==> src/rtl/zymason_seg_scroller.sv <==
// rtl/zymason_seg_scroller.sv - seven-segment digit store with nibble-wise write cursor and timed scan
// Optional build macro ZYMASON_CURSOR_BLINK_EN blanks seg_out in write mode on the prescaler MSB.
module zymason_seg_scroller #(
   parameter int NUM_DIGITS = 8,
   parameter int PRE_W      = 9,
   parameter int SPD_W      = 4,
   localparam int PW        = (NUM_DIGITS > 2) ? $clog2(NUM_DIGITS) : 1
) (
   input  logic                  clock,
   input  logic                  reset,
   input  logic                  RW,
   input  logic                  sel,
   input  logic [3:0]            pin_in,
   input  logic [SPD_W-1:0]      spd,
   output logic [6:0]            seg_out,
   output logic [NUM_DIGITS-1:0] dig_en,
   output logic [PW-1:0]         ptr,
   output logic                  mode_out
);

   typedef enum logic [1:0] {
      S_IDLE = 2'd0,
      S_SCAN = 2'd1,
      S_WLO  = 2'd2,
      S_WHI  = 2'd3
   } state_t;

   state_t           r_state;
   state_t           w_next_state;
   logic [PRE_W-1:0] r_count;
   logic [SPD_W-1:0] r_div;
   logic [PW-1:0]    r_ptr;
   logic [6:0]       r_mem [NUM_DIGITS];

   logic w_tick;
   logic w_pulse;
   logic w_wr_adv;
   logic w_adv;
   logic w_wr_lo;
   logic w_wr_hi;
   logic w_blank;

   assign w_tick   = (r_count == '0);
   assign w_pulse  = (r_state == S_SCAN) && !RW && w_tick && (spd != '0) && (r_div == spd);
   assign w_wr_adv = (r_state == S_WHI) && RW && !sel;
   assign w_adv    = w_pulse || w_wr_adv;
   assign w_wr_lo  = (r_state == S_WLO) && RW && !sel;
   assign w_wr_hi  = (r_state == S_WHI) && RW && sel;

   always_comb begin
      w_next_state = r_state;
      case (r_state)
         S_IDLE:  w_next_state = RW ? S_WLO : S_SCAN;
         S_SCAN:  w_next_state = RW ? S_WLO : S_SCAN;
         S_WLO:   w_next_state = sel ? S_WHI : S_WLO;
         S_WHI: begin
            if (!RW)
               w_next_state = S_SCAN;
            else if (!sel)
               w_next_state = S_WLO;
         end
         default: w_next_state = S_IDLE;
      endcase
   end

   always_ff @(posedge clock) begin
      if (reset) begin
         r_state <= S_IDLE;
         r_count <= '0;
      end else begin
         r_state <= w_next_state;
         r_count <= r_count + 1'b1;
      end
   end

   // Divider only runs in SCAN so every scan entry starts a full period.
   always_ff @(posedge clock) begin
      if (reset || (r_state != S_SCAN) || w_pulse)
         r_div <= '0;
      else if (w_tick && !RW)
         r_div <= r_div + 1'b1;
   end

   always_ff @(posedge clock) begin
      if (reset)
         r_ptr <= '0;
      else if (w_adv)
         r_ptr <= (r_ptr == PW'(NUM_DIGITS - 1)) ? '0 : r_ptr + 1'b1;
   end

   always_ff @(posedge clock) begin
      if (reset) begin
         for (int i = 0; i < NUM_DIGITS; i++)
            r_mem[i] <= '0;
      end else if (w_wr_lo) begin
         r_mem[r_ptr][3:0] <= pin_in;
      end else if (w_wr_hi) begin
         r_mem[r_ptr][6:4] <= pin_in[2:0];
      end
   end

`ifdef ZYMASON_CURSOR_BLINK_EN
   assign w_blank = ((r_state == S_WLO) || (r_state == S_WHI)) && r_count[PRE_W-1];
`else
   assign w_blank = 1'b0;
`endif

   assign seg_out  = w_blank ? 7'h00 : r_mem[r_ptr];
   assign dig_en   = {{(NUM_DIGITS-1){1'b0}}, 1'b1} << r_ptr;
   assign ptr      = r_ptr;
   assign mode_out = (r_state == S_WLO) || (r_state == S_WHI);

endmodule
==> config.mk <==
export PLATFORM = sky130hd
export DESIGN_NAME = zymason_seg_scroller
export DESIGN_NICKNAME = d
export VERILOG_FILES = /design/src/rtl/zymason_seg_scroller.sv
export SDC_FILE = /design/constraint.sdc
export NUM_CORES = 1
export LEC_CHECK = 0
export ABC_AREA = 0
export BUFFER_PORTS_ARGS = -buffer_cell sky130_fd_sc_hd__buf_2
export CAP_MARGIN = 30
export CORE_MARGIN = 1.5
export CORE_UTILIZATION = 30
export DETAILED_ROUTE_END_ITERATION = 10
export GPL_TIMING_DRIVEN = 0
export PLACE_DENSITY = 0.46
export SETUP_SLACK_MARGIN = 0.3
export SLEW_MARGIN = 20
export SYNTH_ARGS = -nofsm -noshare
export SYNTH_HDL_FRONTEND = slang
export SYNTH_SLANG_ARGS = --single-unit
==> constraint.sdc <==
create_clock -name clock -period 5.1 [get_ports clock]
set_clock_uncertainty 0.2 [all_clocks]
set_input_delay 0.51 -clock clock [delete_from_list [all_inputs] [get_ports clock]]
set_output_delay 0.51 -clock clock [all_outputs]
set_load 0.01 [all_outputs]
---- Word level (Yosys, flattened, before mapping) ----
Memories as Yosys holds them, arrays and structs flattened. A register that Yosys moved wholly into a read port is not among the register bits.
Index checks and enable logic that the tools add are counted.
storage, ports and cells
  logic and storage cells ................. 57
  memories kept ........................... 1
  bits in writable memories ............... 56
  output and inout port bits .............. 19
  input bits .............................. 12
  register bits after elaboration ......... 18
cells by class
  muxes and demuxes ....................... 20
  shifts and indexed selects .............. 1
  equal/unequal tests ..................... 7
  add/subtract/negate cells ............... 3
  reductions and logical operators ........ 21
memory list
  name   words  width  rd ports  clocked after Yosys merged registers in  wr ports  line  text
  r_mem  8      7      1         1                                        8         33    logic [6:0] r_mem [NUM_DIGITS];
operator list
  cell                                                   count
  2-to-1 mux 3 bit                                       4
  logical AND 1 bit                                      10
  2-to-1 mux 1 bit                                       10
  adder 9 x 1 -> 9 bit, second input constant            1
  logical NOT 9 bit                                      1
  2-to-1 mux 2 bit                                       4
  << shifter 1 x 3 -> 8 bit, first input constant        1
  2-to-1 mux 7 bit                                       1
  OR reduction 7 bit                                     1
  case mux 2 bit (3 select lines)                        1
  adder 4 x 1 -> 4 bit, second input constant            1
  equality test 2 bit, second input constant             2
  equality test 4 bit                                    1
  logical OR 1 bit                                       4
  nonzero test 4 bit                                     1
  adder 3 x 1 -> 3 bit, second input constant            1
  equality test 3 bit, second input constant             1
  inequality test 3 bit, second input constant           1
  equality test 2 x 1 -> 1 bit, second input constant    1
  logical NOT 1 bit                                      2
  logical NOT 2 bit                                      1
  inequality test 2 x 1 -> 1 bit, second input constant  1
  OR reduction 2 bit                                     1

---- Longest topological paths before layout ----
  word-level depth ........................ 9
  depth in mapped cells ................... 7
  gate-level depth less buffers ........... 6

---- Least setup slack after synthesis ----
Ideal clock, no wire load.
  path type ............................... input port to flip-flop
  from .................................... in RW
  to ...................................... reg (tool-made name)
  required time ........................... 4.818 ns
  stages on the path ...................... 5
  library setup time ...................... 0.082 ns
  arrival ................................. 2.192 ns
  setup slack ............................. 2.626 ns
  buffers on the path ..................... 1
  cells stage by stage .................... or4b_1 or4_4 buf_6 or4_4 o2111ai_1
RTL lines
  item         line  text
  from (decl)  11    input logic RW,

==> metrics.md <==
| Metric | Value |
|---|---|
| Status | finished clean |
| RSZ-0062 raised after global routing | no |
| Max Clk Rate | 315 MHz |
| Global-route wire length before repair | 13.2 mm |
| Tmin final | 3.18 ns |
| Final hold vios | 0 |
| Vias per cell | 4.66 |
| Synth cell types | 40 |
| Switching power | 326 µW |
| Clk slew on worst S/H paths | 0.06 ns |
| Core box area | 12600 µm² |
| CTS Buf Count | 9 |
| Tcrit/Tclk final | 62.3% |
| EDFF count, synth | 56 |
| Initial Util | 30.5% |
| Final ANT Viol Nets | 0 |
| CP Capture Type | primary output |
| GR Overflow Total | 0 |
| Die Span Y | 116 µm |
| R2R Setup Slk | 2.52 ns |
| Max FO, Critical Path | 10 |
| PD cells | 322 nW/µm² |
| Post-placement cell area | 4200 µm² |
| Post-synthesis cell area | 3830 µm² |
| Post-detailed-route DRC marker count | 0 |
| Synth Register Bits | 77 |
| Worst hold stages | 3 |
| Iteration-0 DRC Markers | 83 |
| Max Slew Vio Count | 0 |
| Worst Tran Pin Value | 0.777 ns |
| P_int | 1120 µW |
| Synth warn | 0 |
| Drt first pass iters | 5 |
| TritonCTS clock tree | built |
| Row cnt | 41 |
| Post-CTS Setup Repair Bufs | 0 |
| Clock share of power | 43.4% |
| WHS Endpoint | r_state[1]$_SDFFE_PP0P_ |
| Critical path class | reg -> out |
| GPL Wtd Cong | 0.754 |
| Register area | 2100 µm² |
| Comb power frac | 8.2% |
| Sinks on Clock Net | 77 |
| Die Wd | 116 µm |
| Ys async rst share | 0% |
| Root Driver | clkbuf_16 |
| Hold-fix buffers, CTS | 0 |
| CP arrival | 2.47 ns |
| Post-DR wirelength/cell | 15.5 µm |
| Mapped Nets | 334 |
| Beginning of the worst hold path | RW |
| Worst Hold Class | in -> reg |
| Area growth from synthesis to layout | 17.1% |
| Crit Reg-Reg Startpoint | ptr[1]$_SDFFE_PP0P_ |
| Type of origin of the critical path | flop |
| Most common cell after layout, fill and taps aside | and2_1 |
| Placed wire-length estimate | 6.16 mm |
| CTS H-Tree Depth | 3 |
| RR Endpoint | r_mem[2][3]$_SDFFCE_PN0P_ |
| Area of the multi-input gates | 1640 µm² |
| Pin count of the biggest net entering global routing | 14 |
| Reg power frac | 48.4% |
| Sequential share of the synthesized area | 54.8% |
| Max Cap Viol | 0 |
| Worst hold margin | 0.255 ns |
| Setup TNS | 0 ns |
| Reg2reg path depth | 4 |
| Final non-filler cell area | 4490 µm² |
| Vias in the first global route | 2552 |
| NumNets Final | 375 |
| WL final | 8.22 mm |
| Commonest cells after routing, fill and taps aside | 59 x and2_1, 56 x edfxtp_1, 31 x buf_2 |
| Initial antenna violation count | 0 |
| Vias | 2472 |
| Worst skew pair latency | 0.33 ns |
| Final setup fails | 0 |
| Required time of the critical path | 4.39 ns |
| # diodes | 0 |
| Design Power | 1450 µW |
| GRT Overall Usage | 13.4% |
| Static leakage | 0.00166 µW |
| Share of cells above drive strength 1 | 25.1% |
| Synth Flop Type | edfxtp_1 |
| Max clock buf depth | 2 |
| Switching share of power | 22.5% |
| Max VDD drop | 0.123 mV |
| Post-Syn Area per Cell | 12.2 µm² |
| Post_cts resized | 0 |
| IO buf count | 30 |
| Slew HR | 47.7% |
| Die area | 13500 µm² |
| Ports | 31 |
| Mapped Cells | 313 |
| # fillers | 1270 |
[worst max-delay path by stage]
stage / startpoint / to / slack [ns] / cells after the start
global route: flop / seg_out[0] / 1.74 / 5
detailed placement: flop / seg_out[6] / 2.21 / 5
finish: flop / seg_out[0] / 1.92 / 5
global placement: flop / seg_out[6] / 2.22 / 5
CTS: flop / seg_out[0] / 1.85 / 5
floorplan: RW / flop / 2.63 / 5
[per-stage QoR]
| step | std cells | utilization [%] | setup WS (ns) |
|---|---|---|---|
| floorplan | 313 | - | 2.63 |
| global placement | 515 | 33.4 | 2.22 |
| detailed placement | 515 | 33.4 | 2.21 |
| CTS | 531 | 35.7 | 1.85 |
| global route | 531 | 35.7 | 1.74 |
| finish | 531 | 35.7 | 1.92 |
[registers in the layout, indices dropped and copies added, names as in the netlist, named ones only]
signal and flops:
r_div 4, ptr 3, r_state 2, r_mem 56, r_count 9
[Yosys cell counts (all sizes together) (8+ instances only)]
cell type  instances  share of area [%]
or2               17                2.8
clkbuf            11                1.1
dfxtp             21                 11
and2              59                9.6
nand3             11                1.4
ha                 9                2.9
nor2b              8                1.3
nand2             10               0.98
nor2              21                2.1
edfxtp            56                 44
mux4              14                8.2
[metal layers]
metal,track usage [%],part of all wire [%],up-vias
li1,-,-,1211
met1,16.7,46,1214
met2,22.8,49,41
met3,3.50,3.3,6
met4,3.90,0.90,0
met5,0,0,-
[power by group through the flow]
| stage | sequential, µW | combinational [µW] | clock, µW |
|---|---|---|---|
| CTS | 701 | 122 | 643 |
| global placement | 714 | 122 | 0 |
| global route | 703 | 133 | 672 |
| detailed placement | 714 | 121 | 0 |
| floorplan | 710 | 81.5 | 0 |
| finish | 701 | 119 | 628 |
[kinds of logic (layout without fill, tap and decap cells)]
logic type | Yosys count | count (layout) | synth area share (%)
XOR/XNOR | 7 | 7 | 1.60
adder cells (fa/ha/maj) | 9 | 9 | 2.94
multiplexers | 23 | 23 | 10.8
AND/OR/NAND/NOR | 152 | 152 | 23.0
AO/OA/AOI/OAI | 24 | 24 | 4.57
buffers and inverters | 21 | 67 | 2.28
flip-flops | 77 | 77 | 54.8
[area by class of cell]
| type | instances | share of cell area [%] |
|---|---|---|
| plain buffers | 14 | 1.37 |
| well taps | 172 | 4.79 |
| repair buffers | 30 | 3.34 |
| flip-flops and latches | 77 | 46.8 |
| clock buffers | 10 | 5.10 |
| multi-input cells | 215 | 36.6 |
| inverters | 7 | 0.585 |
| clock inverters | 6 | 1.39 |
[worst max-delay path, cell delays in order (launching register included)]
cell	delay, ns
dfxtp_1	0.31
clkbuf_1	0.40
buf_2	0.44
mux4_2	0.58
mux2_2	0.27
buf_2	0.13
(Power assumes the default switching activity.)
